<file path="config.mk">
export PLATFORM = sky130hd
export DESIGN_NAME = nand_unit_arbiter_flat
export DESIGN_NICKNAME = d
export VERILOG_FILES = /design/src/rtl/nand_unit_if.sv /design/src/rtl/nand_unit_arbiter.sv /design/src/flat_wrapper.sv
export SDC_FILE = /design/constraint.sdc
export NUM_CORES = 1
export LEC_CHECK = 0
export BUFFER_PORTS_ARGS = -buffer_cell sky130_fd_sc_hd__buf_2
export CORE_MARGIN = 8
export CORE_UTILIZATION = 41
export CTS_BUF_LIST = sky130_fd_sc_hd__clkbuf_16
export DETAILED_ROUTE_END_ITERATION = 10
export PLACE_DENSITY = 0.75
export SYNTH_ARGS = -nofsm -noshare
export SYNTH_HDL_FRONTEND = slang
export SYNTH_SLANG_ARGS = --single-unit
</file>
<file path="constraint.sdc">
create_clock -name clk -period 1.54 [get_ports clk]
set_input_delay 0.231 -clock clk [delete_from_list [all_inputs] [get_ports clk]]
set_output_delay 0.231 -clock clk [all_outputs]
set_load 0.1 [all_outputs]
</file>
<file path="src/rtl/nand_unit_if.sv">
// Request/result bundle between the gate-test clients and nand_unit_arbiter.
// The master side drives requests, operands and acks. The slave side is the arbiter.
interface nand_unit_if #(
  parameter int NREQ  = 4,
  parameter int WIDTH = 8
);
  localparam int IDW = $clog2(NREQ);

  logic [NREQ-1:0]       req;
  logic [NREQ*WIDTH-1:0] in1;
  logic [NREQ*WIDTH-1:0] in2;
  logic [NREQ-1:0]       gnt;
  logic [WIDTH-1:0]      y;
  logic                  y_valid;
  logic [IDW-1:0]        y_id;
  logic                  resp_ack;
  logic                  busy;

  modport master (
    output req, in1, in2, resp_ack,
    input  gnt, y, y_valid, y_id, busy
  );

  modport slave (
    input  req, in1, in2, resp_ack,
    output gnt, y, y_valid, y_id, busy
  );
endinterface

</file>
<file path="src/rtl/nand_unit_arbiter.sv">
// Arbitrates NREQ clients onto one registered NAND unit and holds the tagged result until acked.
// Define ARB_FIXED_PRIO_EN to replace round-robin with lowest-index-wins fixed priority.
module nand_unit_arbiter #(
  parameter int NREQ  = 4,
  parameter int WIDTH = 8
) (
  input  logic        clk,
  input  logic        rst,
  nand_unit_if.slave  bus
);
  localparam int IDW = $clog2(NREQ);

  typedef enum logic [1:0] {
    IDLE = 2'd0,
    EVAL = 2'd1,
    RESP = 2'd2
  } state_e;

  state_e           state_q, state_d;
  logic [NREQ-1:0]  gnt_q, gnt_d;
  logic [WIDTH-1:0] y_q, y_d;
  logic             y_valid_q, y_valid_d;
  logic [IDW-1:0]   y_id_q, y_id_d;
  logic [IDW-1:0]   ptr_q, ptr_d;
  logic [WIDTH-1:0] a_q, a_d, b_q, b_d;
  logic             busy_q;

  logic             win_found;
  logic [IDW-1:0]   win_idx;
  logic [IDW-1:0]   idx;
  logic [WIDTH-1:0] a_sel, b_sel;
  logic [IDW-1:0]   ptr_next;

  // NOTE: combinational blocks use blocking '=' with a default for every signal first,
  // so later statements see earlier results and no latch is inferred.
  always_comb begin
    win_found = 1'b0;
    win_idx   = '0;
    idx       = '0;
    for (int k = 0; k < NREQ; k++) begin
`ifdef ARB_FIXED_PRIO_EN
      idx = IDW'(k);
`else
      idx = IDW'((int'(ptr_q) + k) % NREQ);
`endif
      if (!win_found && bus.req[idx]) begin
        win_found = 1'b1;
        win_idx   = idx;
      end
    end
  end

  always_comb begin
    a_sel = WIDTH'(bus.in1 >> (int'(win_idx) * WIDTH));
    b_sel = WIDTH'(bus.in2 >> (int'(win_idx) * WIDTH));
  end

  // The pointer moves past the owner of the result just acknowledged.
  assign ptr_next = (y_id_q == IDW'(NREQ - 1)) ? '0 : y_id_q + IDW'(1);

  always_comb begin
    state_d = state_q;
    unique case (state_q)
      IDLE:    if (win_found) state_d = EVAL;
      EVAL:    state_d = RESP;
      RESP:    if (bus.resp_ack) state_d = IDLE;
      default: state_d = IDLE;
    endcase
  end

  always_comb begin
    gnt_d     = '0;
    y_d       = y_q;
    y_valid_d = y_valid_q;
    y_id_d    = y_id_q;
    ptr_d     = ptr_q;
    a_d       = a_q;
    b_d       = b_q;
    unique case (state_q)
      IDLE: begin
        if (win_found) begin
          gnt_d  = NREQ'(1) << win_idx;
          y_id_d = win_idx;
          a_d    = a_sel;
          b_d    = b_sel;
        end
      end
      EVAL: begin
        y_d       = ~(a_q & b_q);
        y_valid_d = 1'b1;
      end
      RESP: begin
        if (bus.resp_ack) begin
          y_valid_d = 1'b0;
          ptr_d     = ptr_next;
        end
      end
      default: ;
    endcase
  end

  // NOTE: sequential state uses non-blocking '<='; reset is synchronous and wins over everything.
  always_ff @(posedge clk) begin
    if (rst) begin
      state_q   <= IDLE;
      gnt_q     <= '0;
      y_q       <= '0;
      y_valid_q <= 1'b0;
      y_id_q    <= '0;
      ptr_q     <= '0;
      busy_q    <= 1'b0;
    end else begin
      state_q   <= state_d;
      gnt_q     <= gnt_d;
      y_q       <= y_d;
      y_valid_q <= y_valid_d;
      y_id_q    <= y_id_d;
      ptr_q     <= ptr_d;
      busy_q    <= (state_d != IDLE);
    end
  end

  // NOTE: the operand latches are left unreset; they are always loaded before EVAL reads them.
  always_ff @(posedge clk) begin
    a_q <= a_d;
    b_q <= b_d;
  end

  assign bus.gnt     = gnt_q;
  assign bus.y       = y_q;
  assign bus.y_valid = y_valid_q;
  assign bus.y_id    = y_id_q;
  assign bus.busy    = busy_q;
endmodule
</file>
<file path="src/flat_wrapper.sv">
// flat-port wrapper written by rule: the top's interface ports become plain ports
module nand_unit_arbiter_flat 
#(
  parameter int NREQ  = 4,
  parameter int WIDTH = 8
)
  (clk, rst, bus_req, bus_in1, bus_in2, bus_resp_ack, bus_gnt, bus_y, bus_y_valid, bus_y_id, bus_busy);
  nand_unit_if #(.NREQ(NREQ), .WIDTH(WIDTH)) bus_i ();
  input  logic clk;
  input  logic rst;
  input wire logic [$bits(bus_i.req)-1:0] bus_req;
  input wire logic [$bits(bus_i.in1)-1:0] bus_in1;
  input wire logic [$bits(bus_i.in2)-1:0] bus_in2;
  input wire logic [$bits(bus_i.resp_ack)-1:0] bus_resp_ack;
  output wire logic [$bits(bus_i.gnt)-1:0] bus_gnt;
  output wire logic [$bits(bus_i.y)-1:0] bus_y;
  output wire logic [$bits(bus_i.y_valid)-1:0] bus_y_valid;
  output wire logic [$bits(bus_i.y_id)-1:0] bus_y_id;
  output wire logic [$bits(bus_i.busy)-1:0] bus_busy;
  assign bus_i.req = bus_req;
  assign bus_i.in1 = bus_in1;
  assign bus_i.in2 = bus_in2;
  assign bus_i.resp_ack = bus_resp_ack;
  assign bus_gnt = bus_i.gnt;
  assign bus_y = bus_i.y;
  assign bus_y_valid = bus_i.y_valid;
  assign bus_y_id = bus_i.y_id;
  assign bus_busy = bus_i.busy;
  nand_unit_arbiter #(.NREQ(NREQ), .WIDTH(WIDTH)) u_core (.clk(clk), .rst(rst), .bus(bus_i));
endmodule
</file>
* Word level (Yosys, flattened, before mapping) *
Cells that the tools add are included.
W data, S select, Z words.

operators by class
  reduce and logical (&&, ||, !) cells = 13
  add/subtract/negate cells = 4
  multiplexer cells = 22
  shift-type cells = 3
  bitwise operators = 4
  magnitude comparators = 4
  eq/ne operators = 4

operators with widths
  operator               number
  $shr A32 B5 Y8         2
  $mux W2                7
  $lt A2 B3 Y1 const B   4
  $mux W1                9
  $and A8 B8 Y8          1
  $bmux W1 S2            4
  $not A8 Y8             1
  $pmux W2 S3            1
  $reduce_and A2 Y1      3
  $add A2 B1 Y2 const B  2
  $add A2 B2 Y2 const B  2
  $eq A2 B2 Y1 const B   2
  $reduce_bool A2 Y1     2
  $shl A1 B2 Y4 const A  1
  $logic_and A1 B1 Y1    3
  $logic_not A1 Y1       3
  $reduce_or A3 Y1       1
  $eq A2 B1 Y1 const B   1
  $logic_not A2 Y1       1
  $ne A2 B2 Y1 const B   1
  $not A1 Y1             2
  $pmux W1 S2            1

word-level totals
  word-level logic and storage cells = 63
  register bits = 36
  output and inout bits = 16
  input port bits = 71

* Longest topological paths before layout *
Gate-level depths: netlist (run 1).

  depth in word-level cells = 15
  depth in mapped cells = 7
  mapped depth without buffers = 5

* Worst setup path after synthesis (run 1) *
No wires, ideal clock.

  path type = reg2reg
  from = register u_core.ptr_q[1]
  to = register u_core.a_q[3], data pin
  stages on the path, launching flop included = 7
  data required time = 1.279 ns
  library setup time = 0.261 ns
  data arrival time = 1.369 ns
  setup slack = -0.089 ns
  path buffers = 2
  clock period less this slack = 1.629 ns
  path through = dfxtp_1 clkbuf_8 or2b_2 o311ai_4 buf_6 a32o_1 a221o_1

on the way
  cells in the longest elaborated chain, start to end = 13
  elaborated cells on any way between the ends = 25
  classes of those cells = add/sub (3); shift (1); mux (15); reduce/logical (6)

ends and longest elaborated chain
  what                                                    RTL line                  source
  start: declaration                                      nand_unit_arbiter.sv:24   logic [IDW-1:0] ptr_q, ptr_d;
  start signal: assignment                                nand_unit_arbiter.sv:118  ptr_q <= ptr_d;
  branches (longest 11 deep; another with $add A2 B1 Y2)  --
  $mux W2 (*)                                             nand_unit_arbiter.sv:46   if (!win_found && bus.req[idx]) begin
  $shr A32 B5 Y8 (*)                                      nand_unit_arbiter.sv:54   a_sel = WIDTH'(bus.in1 >> (int'(win_idx) * WIDTH));
  via u_core.a_sel[3]                                     nand_unit_arbiter.sv:31   logic [WIDTH-1:0] a_sel, b_sel;
  end signal: assignment                                  nand_unit_arbiter.sv:125  a_q <= a_d;
  end: declaration                                        nand_unit_arbiter.sv:25   logic [WIDTH-1:0] a_q, a_d, b_q, b_d;

Mark *: on every way through the listed nets, which the timed path passes. The select of a mux whose other input is x is not followed.
A chain may end at the register's enable or synchronous reset.

* Final worst setup path (run 1) *
  from = register u_core.ptr_q[1]
  to = register u_core.b_q[1], data pin

on the way
  cells in the longest elaborated chain, start to end = 13
  elaborated cells on any way between the ends = 25
  classes of those cells = add/sub (3); shift (1); mux (15); reduce/logical (6)

ends and longest elaborated chain
  what                                                    RTL line                  source
  branches (longest 11 deep; another with $add A2 B1 Y2)  --
  $mux W2 (*)                                             nand_unit_arbiter.sv:46
  $shr A32 B5 Y8 (*)                                      nand_unit_arbiter.sv:55   b_sel = WIDTH'(bus.in2 >> (int'(win_idx) * WIDTH));
  via u_core.b_sel[1]                                     nand_unit_arbiter.sv:31
  end signal: assignment                                  nand_unit_arbiter.sv:126  b_q <= b_d;
  end: declaration                                        nand_unit_arbiter.sv:25

Marks and branches as above.

==> results of run 1 <==
==> worst register-to-register path, stage by stage, from the launching register on <==
cell      delay [ns]
dfxtp_4         0.36
or2b_2          0.18
o311ai_4        0.11
buf_12          0.16
a32o_1          0.25
a221o_1         0.29
==> cell usage after synthesis <==
cell type / instances
a311oi_1: 8
a32o_1: 16
edfxtp_1: 16
or3_1: 1
nand2_1: 4
nor4_1: 1
inv_1: 1
o311ai_4: 2
and3_2: 1
mux2i_1: 1
buf_4: 2
o221a_2: 1
buf_2: 3
nor3_1: 1
clkbuf_8: 3
dfxtp_1: 20
nor3b_1: 1
nand3_1: 1
inv_2: 1
or2b_2: 1
nand3b_1: 1
clkbuf_1: 5
a21oi_1: 7
o21ai_0: 4
a221o_1: 16
nor2b_2: 2
nor2b_1: 3
or3_4: 2
o211a_1: 1
buf_6: 2
a211o_1: 1
nor2_1: 16
nand4_1: 1
buf_1: 1
and2_1: 3
ha_1: 1
or3b_1: 1
==> metrics by stage <==
| stage | hold slack (ns) | total power (W) | setup slack, ns |
|---|---|---|---|
| 3_3_place_gp | 0.4208 | 0.002010 | -0.1867 |
| 5_1_grt | 0.2517 | 0.003301 | -0.1091 |
| 6_report | 0.2510 | 0.003188 | -0.06729 |
| 4_1_cts | 0.2474 | 0.003197 | -0.06232 |
| 2_1_floorplan | 0.4174 | 0.001776 | -0.08940 |
| 3_5_place_dp | 0.4306 | 0.002020 | -0.2132 |
==> worst max-delay path by stage <==
stage / cells after the start / end
detailed placement: 4 / u_core.b_q[1]
global placement: 4 / u_core.b_q[4]
CTS: 5 / u_core.b_q[6]
global route: 5 / u_core.b_q[1]
floorplan: 6 / u_core.a_q[3]
finish: 5 / u_core.b_q[1]
==> layout make-up <==
| type | instances | area (um^2) |
|---|---|---|
| clock buffers | 5 | 125.1 |
| clock inverters | 3 | 38.79 |
| fillers | 347 | 1659 |
| inverters | 2 | 7.507 |
| multi-input cells | 98 | 797.0 |
| flip-flops and latches | 36 | 890.9 |
| well taps | 52 | 65.06 |
| repair buffers | 109 | 680.7 |
==> kinds of logic (layout without fill, tap and decap cells) <==
| family | Yosys count | after routing | synth area share |
|---|---|---|---|
| AO/OA/AOI/OAI | 56 | 56 | 0.2972 |
| AND/OR/NAND/NOR | 40 | 40 | 0.1247 |
| flip-flops | 36 | 36 | 0.4958 |
| buffers and inverters | 18 | 119 | 0.06971 |
| adder cells (fa/ha/maj) | 1 | 1 | 0.007041 |
| multiplexers | 1 | 1 | 0.005634 |
==> repair_timing <==
action,in CTS,in global routing
gates cloned,1,0
resized for setup,13,0
endpoints found under the setup margin,16,16
setup buffers,7,0
pin swaps,4,1
==> metal layers <==
metal | vias to the layer above | wire (um) | GRT usage
met4 | 0 | 144 | 0.07895
met2 | 93 | 2869 | 0.2778
met3 | 14 | 327 | 0.04158
met5 | - | 0 | 0
met1 | 805 | 2406 | 0.2043
li1 | 819 | - | -
==> placed cells by master (no fill, tap or decap), types with 2 or more instances in the layout <==
master | synthesis | layout
buf_2 | 3 | 86
nor2_1 | 16 | 16
a32o_1 | 16 | 16
a221o_1 | 16 | 16
buf_4 | 2 | 16
edfxtp_1 | 16 | 16
dfxtp_1 | 20 | 16
a311oi_1 | 8 | 8
a21oi_1 | 7 | 6
clkbuf_16 | 0 | 5
o21ai_0 | 4 | 4
nand2_1 | 4 | 4
buf_12 | 0 | 4
nor2b_1 | 3 | 3
and2_1 | 3 | 3
or3_4 | 2 | 2
inv_1 | 1 | 2
o311ai_4 | 2 | 2
buf_6 | 2 | 2
dfxtp_2 | 0 | 2
dfxtp_4 | 0 | 2
==> registers in the layout (all words and copies together) (netlist names) <==
signal / flops
u_core.a_q: 8
u_core.b_q: 8
u_core.bus.busy: 1
u_core.bus.gnt: 4
u_core.bus.y: 8
u_core.bus.y_id: 2
u_core.bus.y_valid: 1
u_core.ptr_q: 2
u_core.state_q: 2
==> power breakdown <==
group / switching [W] / internal, W / total, W
clock network: 0.000368 / 0.000754 / 0.00112
registers: 0.0000537 / 0.00114 / 0.00119
logic: 0.000561 / 0.000312 / 0.000874
==> results_dict.tcl, run 1 <==
set metrics [dict create \
    yosysSeqAreaShare 0.4958 \
    fin_util 0.6109 \
    htree_levels 2 \
    cap_viol_max_count 0 \
    place.gp.congestion 0.8575 \
    vias 1731 \
    synth_cell_types 37 \
    crit_arrival_ns 1.63 \
    dr.first_iter.drc_count 96 \
    start_util 0.4167 \
    fin_ws_ns -0.06729 \
    reg2regPathDepth 5 \
    synth-seq-cells 36 \
    outcome "complete, but fails checks" \
    cts_root_buf "clkbuf_16" \
    finalHoldViolCount 0 \
    synth_nets 224 \
    worst_path_largest_cell_delay_ns 0.36 \
    clkSinkCount 36 \
    routedWlPerCell_um 18.85 \
    synth.yosys.warnings 0 \
    post-place-cells 289 \
    grt_usage 0.1695 \
    die_h_um 81.83 \
    critical_path.startpoint "u_core.ptr_q[1]" \
    reg2reg_from "u_core.ptr_q[1]" \
    grt_pass1_vias 1825 \
    r2r_end "u_core.b_q[1]" \
    postPlaceCellArea_um2 2296 \
    die_w_um 81.83 \
    report.final.setup_viol 16 \
    finClkSkew_ns 0.006826 \
    grt_pass1_wl_um 8756 \
    crit_family "compound AO/OA/AOI/OAI gates" \
    insertion_delay_ns 0.28 \
    cts_hold_buf 0 \
    antenna_found_initial 0 \
    ioPinCount 87 \
    maxClockFrequency_mhz 622.2 \
    dpl.hpwl_um 3996 \
    power.leakage_nw 1.175 \
    hp-class "in -> reg" \
    min-delay-start "bus_in1[13]" \
    critPathCaptureType "register" \
    vias_per_cell 5.675 \
    grt_setup_unrepaired "true" \
    fin_setup_tns_ns -0.5542 \
    finalCriticalPeriod_ns 1.607 \
    final_nets 324 \
    max-vdd-ir-drop_mv 0.7253 \
    worst_slew_pin_slew_ns 0.5078 \
    synthToLayoutAreaGrowth_pct 46.62 \
    stdcell_count 305 \
    routed_wirelength_um 5748 \
    path_class "reg -> reg" \
    grt_max_degree 19 \
    drv_slew 0 \
    cpMaxStageDelayCell "dfxtp_4" \
    dieArea_um2 6696 \
    clockBufferDepth 2 \
    ant_nets 0 \
    crit_chain "or2b_2, o311ai_4, buf_12, a32o_1, a221o_1" \
    diodes 0 \
    portBuffers 86 \
    powerDensity_nw_per_um2 1224 \
    cts_made_buffers 5 \
    synthTopCellsByArea "edfxtp_1 27%, dfxtp_1 23%, a221o_1 9.0%" \
    crit_fanout 9 \
    cp_data_required_time_ns 1.56 \
    first_pass_iters 4 \
    whs_endpoint "u_core.a_q[5]" \
    avgSynthCellArea_um2 11.69 \
    synth_top_area_frac 0.2704 \
    syn_area_um2 1777 \
    stdcell_area_um2 2605 \
    final_layout_size_suffix_gt1_frac 0.5217 \
    finalCritPeriodShare 1.044 \
    core_area_um2 4264 \
    holdPathStages 2 \
    drc 0 \
    rows 24 \
    path_buf_inv 1 \
    violations "negative setup slack" \
    start_kind "register" \
    clkTransAtPathRegs_ns 0.06 \
    synthCells 152 \
    relSlewSlack 0.6638 \
    cts_tree "done" \
    synth_top_cell_by_area "edfxtp_1" \
    grt-ovfl-total 0 \
    r2r_setup_slack_ns -0.07 \
]
No activity file was read; power rests on OpenSTA's default activity.
==> run 2, diff against run 1 <==
--- a/config.mk
+++ b/config.mk
@@ -6,6 +6,7 @@
 export NUM_CORES = 1
 export LEC_CHECK = 0
 export BUFFER_PORTS_ARGS = -buffer_cell sky130_fd_sc_hd__buf_2
+export CORE_ASPECT_RATIO = 1.2
 export CORE_MARGIN = 8
 export CORE_UTILIZATION = 41
 export CTS_BUF_LIST = sky130_fd_sc_hd__clkbuf_16
==> results_dict.tcl, run 2 (synthesis results as in run 1) <==
set metrics [dict create \
    synthToLayoutAreaGrowth_pct 43.38 \
    rows 26 \
    stdcell_area_um2 2547 \
    cp_data_required_time_ns 1.56 \
    clkPwrFrac 0.345 \
    cts_tree "done" \
    power_w 0.003101 \
    start_kind "register" \
    fin_util 0.6024 \
    start_util 0.4201 \
    final_layout_size_suffix_gt1_frac 0.5236 \
    fin_setup_tns_ns -1.010 \
    dr.first_iter.drc_count 80 \
    ioPinCount 87 \
    grt_usage 0.1572 \
    clkTransAtPathRegs_ns 0.06 \
    path_class "reg -> reg" \
    final_common_cell "buf_2" \
    grt_setup_unrepaired "true" \
    dieArea_um2 6705 \
    insertion_delay_ns 0.28 \
    drv_slew 0 \
    power_frac_comb 0.271 \
    violations "negative setup slack" \
    cts_root_buf "clkbuf_16" \
    crit_chain "nor2b_4, o311ai_4, buf_12, a32o_1, a221o_1" \
    path_buf_inv 1 \
    clkSinkCount 36 \
    cts_made_buffers 5 \
    relSlewSlack 0.6682 \
    core_area_um2 4229 \
    cpMaxStageDelayCell "dfxtp_4" \
    cts_hold_buf 0 \
    power_frac_seq 0.383 \
    first_pass_iters 4 \
    portBuffers 86 \
    die_h_um 88.11 \
    multiInputGateArea_um2 783.3 \
    crit_family "compound AO/OA/AOI/OAI gates" \
    worst_path_largest_cell_delay_ns 0.38 \
    power.leakage_nw 1.156 \
    antenna_found_initial 0 \
    max-vdd-ir-drop_mv 0.5660 \
    vias_per_cell 5.435 \
    place.gp.congestion 0.8380 \
    maxClockFrequency_mhz 613.5 \
    diodes 0 \
    routed_wirelength_um 5374 \
    grt_pass1_wl_um 8562 \
    critPathCaptureType "register" \
    intPower_w 0.002125 \
    vias 1685 \
    worst_slew_pin_slew_ns 0.5012 \
    grt-ovfl-total 0 \
    clockBufferDepth 2 \
    fill_cells 365 \
    drc 0 \
    powerDensity_nw_per_um2 1217 \
    hp-class "in -> reg" \
    cap_viol_max_count 0 \
    routedWlPerCell_um 17.34 \
    r2r_setup_slack_ns -0.09 \
    crit_fanout 17 \
    htree_levels 2 \
    mostFrequentLayoutCells "86 x buf_2, 22 x buf_4" \
    grt_max_degree 19 \
    dpl.hpwl_um 4267 \
    postPlaceCellArea_um2 2349 \
    outcome "complete, but fails checks" \
    holdWs_ns 0.2613 \
    finalCriticalPeriod_ns 1.630 \
    grt_pass1_vias 1793 \
    p_sw_frac 0.3145 \
    finalHoldViolCount 0 \
    report.final.setup_viol 16 \
    final_nets 325 \
    switching_power_w 0.0009751 \
    ant_nets 0 \
    crit_arrival_ns 1.65 \
    finClkSkew_ns 0.006534 \
    finalCritPeriodShare 1.058 \
    fin_ws_ns -0.08990 \
    die_w_um 76.10 \
    register_area_um2 888.4 \
]
-- run 2: power by group through the flow --
stage                     logic (W)  clock network, W  registers, W
after floorplan            0.000283                 0       0.00149
final                      0.000841           0.00107       0.00119
after global placement     0.000816                 0       0.00120
after detailed placement   0.000825                 0       0.00121
after global routing       0.000891           0.00114       0.00120
after CTS                  0.000842           0.00109       0.00119
-- run 2: final timing paths --
check	from	to	cells past startpoint
worst max-delay path	u_core.ptr_q[0]	u_core.b_q[1]	5
worst min-delay path	bus_in2[26]	u_core.b_q[2]	2
worst max register to register	u_core.ptr_q[0]	u_core.b_q[1]	5
worst min register to register	u_core.b_q[1]	u_core.bus.y[1]	1
-- run 2: layer usage --
metal / wire [um] / track usage / vias up / part of all wire
met5: 0 / 0 / - / 0
met4: 135 / 0.07356 / 0 / 0.025
met3: 347 / 0.05133 / 12 / 0.065
met2: 2650 / 0.2637 / 82 / 0.49
met1: 2241 / 0.1785 / 773 / 0.42
li1: - / - / 818 / -
-- run 2: stage by stage --
| step | cells | setup slack, ns |
|---|---|---|
| floorplan | 152 | -0.08940 |
| global placement | 301 | -0.1500 |
| detailed placement | 301 | -0.1773 |
| CTS | 310 | -0.06281 |
| global route | 310 | -0.1156 |
| finish | 310 | -0.08990 |
-- run 2: cell type report --
type | instances | share of cell area
Sequential cell | 36 | 0.3487
Multi-Input combinational cell | 98 | 0.3075
Timing Repair Buffer | 110 | 0.2495
Clock buffer | 6 | 0.05894
Tap cell | 56 | 0.02750
Clock inverter | 2 | 0.004912
Inverter | 2 | 0.002947
-- run 2: worst reg2reg max path, stage by stage (launching register included) --
cell	delay [ns]
dfxtp_4	0.38
nor2b_4	0.15
o311ai_4	0.13
buf_12	0.17
a32o_1	0.27
a221o_1	0.28
-- run 2: what timing repair did --
action                     CTS  global route
pin swaps                    1             0
gates resized for setup      5             1
gates cloned                 0             0
buffers inserted             1             0
setup endpoints to repair   17            16
==> run 3, diff against run 2 <==
--- a/config.mk
+++ b/config.mk
@@ -8,10 +8,10 @@
 export BUFFER_PORTS_ARGS = -buffer_cell sky130_fd_sc_hd__buf_2
 export CORE_ASPECT_RATIO = 1.2
 export CORE_MARGIN = 8
-export CORE_UTILIZATION = 41
-export CTS_BUF_LIST = sky130_fd_sc_hd__clkbuf_16
+export CORE_UTILIZATION = 43
+export CTS_BUF_LIST = sky130_fd_sc_hd__clkbuf_4 sky130_fd_sc_hd__clkbuf_8
 export DETAILED_ROUTE_END_ITERATION = 10
-export PLACE_DENSITY = 0.75
+export PLACE_DENSITY = 0.79
 export SYNTH_ARGS = -nofsm -noshare
 export SYNTH_HDL_FRONTEND = slang
 export SYNTH_SLANG_ARGS = --single-unit
==> results_dict.tcl, run 3 (synthesis results as in run 1) <==
set metrics [dict create \
    place.gp.congestion 0.8832 \
    relSlewSlack 0.6728 \
    worst_slew_pin_slew_ns 0.4942 \
    insertion_delay_ns 0.28 \
    first_pass_iters 5 \
    routedWlPerCell_um 17.26 \
    die_w_um 74.68 \
    grt-ovfl-total 0 \
    cts_hold_buf 0 \
    clkTransAtPathRegs_ns 0.07 \
    fin_util 0.6295 \
    post-place-cells 295 \
    clockBufferDepth 2 \
    htree_levels 2 \
    path_buf_inv 1 \
    start_kind "register" \
    crit_family "compound AO/OA/AOI/OAI gates" \
    vias_per_cell 5.515 \
    rows 25 \
    cts_root_buf "clkbuf_8" \
    mostFrequentLayoutCells "86 x buf_2, 16 x nor2_1, 16 x a221o_1, 16 x edfxtp_1, 16 x dfxtp_1" \
    worst_path_largest_cell_delay_ns 0.37 \
    dr.first_iter.drc_count 81 \
    cap_viol_max_count 0 \
    dpl.hpwl_um 4155 \
    start_util 0.4508 \
    fin_ws_ns -0.08216 \
    clkPwrFrac 0.243 \
    finClkSkew_ns 0.004679 \
    clkSinkCount 36 \
    drc 0 \
    vias 1682 \
    routed_wirelength_um 5265 \
    antenna_found_initial 0 \
    critPathCaptureType "register" \
    core_area_um2 3941 \
    cts_made_buffers 5 \
    report.final.setup_viol 16 \
    stdcell_count 305 \
    power_frac_comb 0.315 \
    max-vdd-ir-drop_mv 0.6286 \
    final_common_cell "buf_2" \
    path_class "reg -> reg" \
    switching_power_w 0.0009308 \
    cpMaxStageDelayCell "dfxtp_4" \
    finalHoldViolCount 0 \
    p_sw_frac 0.3475 \
    hp-class "in -> reg" \
    grt_pass1_wl_um 8466 \
    portBuffers 86 \
    grt_max_degree 18 \
    grt_setup_unrepaired "true" \
    postPlaceCellArea_um2 2341 \
    grt_pass1_vias 1847 \
    final_layout_size_suffix_gt1_frac 0.5259 \
    die_h_um 86.42 \
    cp_data_required_time_ns 1.57 \
    stdcell_area_um2 2481 \
    outcome "complete, but fails checks" \
    ant_nets 0 \
    drv_slew 0 \
    crit_chain "or2b_2, o311ai_4, buf_12, a32o_1, a221o_1" \
    crit_arrival_ns 1.65 \
    final_nets 322 \
    finalCriticalPeriod_ns 1.622 \
    finalCritPeriodShare 1.053 \
    diodes 0 \
    power_frac_seq 0.442 \
    synthToLayoutAreaGrowth_pct 39.65 \
    violations "negative setup slack" \
    cts_tree "done" \
    intPower_w 0.001748 \
    power_w 0.002678 \
    dieArea_um2 6453 \
    powerDensity_nw_per_um2 1080 \
    power.leakage_nw 1.121 \
    ioPinCount 87 \
    crit_fanout 17 \
    maxClockFrequency_mhz 616.5 \
    grt_usage 0.1685 \
    fill_cells 347 \
    dp_slack_ns -0.1851 \
]
run 3: through the flow:
stage | TNS [ns] | hold WS [ns]
3_3_place_gp | -2.061 | 0.4222
3_5_place_dp | -2.556 | 0.4293
2_1_floorplan | -0.8046 | 0.4174
5_1_grt | -1.361 | 0.2468
4_1_cts | -0.6639 | 0.2343
6_report | -0.7585 | 0.2422
run 3: per-layer routing:
| metal | track usage | vias to the layer above | wire length, um |
|---|---|---|---|
| met1 | 0.1841 | 768 | 2052 |
| met2 | 0.2748 | 88 | 2583 |
| met3 | 0.05312 | 13 | 487 |
| met5 | 0 | - | 0 |
| met4 | 0.1000 | 0 | 143 |
| li1 | - | 813 | - |
run 3: timing repair:
| item | CTS | global route |
|---|---|---|
| setup buffers | 2 | 0 |
| gates resized for setup | 7 | 3 |
| pin swaps | 1 | 0 |
| endpoints found under the setup margin | 17 | 16 |
run 3: path summary, 6_finish.rpt:
kind              startpoint               to  slack (ns)  cells past startpoint
min reg2reg    u_core.b_q[3]  u_core.bus.y[3]        0.43                      1
min               bus_in2[9]    u_core.b_q[1]        0.24                      2
max reg2reg  u_core.ptr_q[1]    u_core.a_q[1]       -0.08                      5
max          u_core.ptr_q[1]    u_core.a_q[1]       -0.08                      5
run 3: area by class of cell:
cell class / instances / area (um^2) / share of cell area
flip-flops and latches: 36 / 890.9 / 0.3591
multi-input cells: 98 / 782.0 / 0.3152
repair buffers: 107 / 645.6 / 0.2602
clock buffers: 5 / 68.82 / 0.02774
well taps: 54 / 67.56 / 0.02723
clock inverters: 3 / 18.77 / 0.007564
inverters: 2 / 7.507 / 0.003026
run 3: power groups by stage:
stage	Sequential, W	Clock [W]	Combinational [W]
finish	0.00118	0.000651	0.000844
global route	0.00120	0.000697	0.000897
CTS	0.00119	0.000664	0.000845
detailed placement	0.00121	0	0.000822
global placement	0.00120	0	0.000814
floorplan	0.00149	0	0.000283
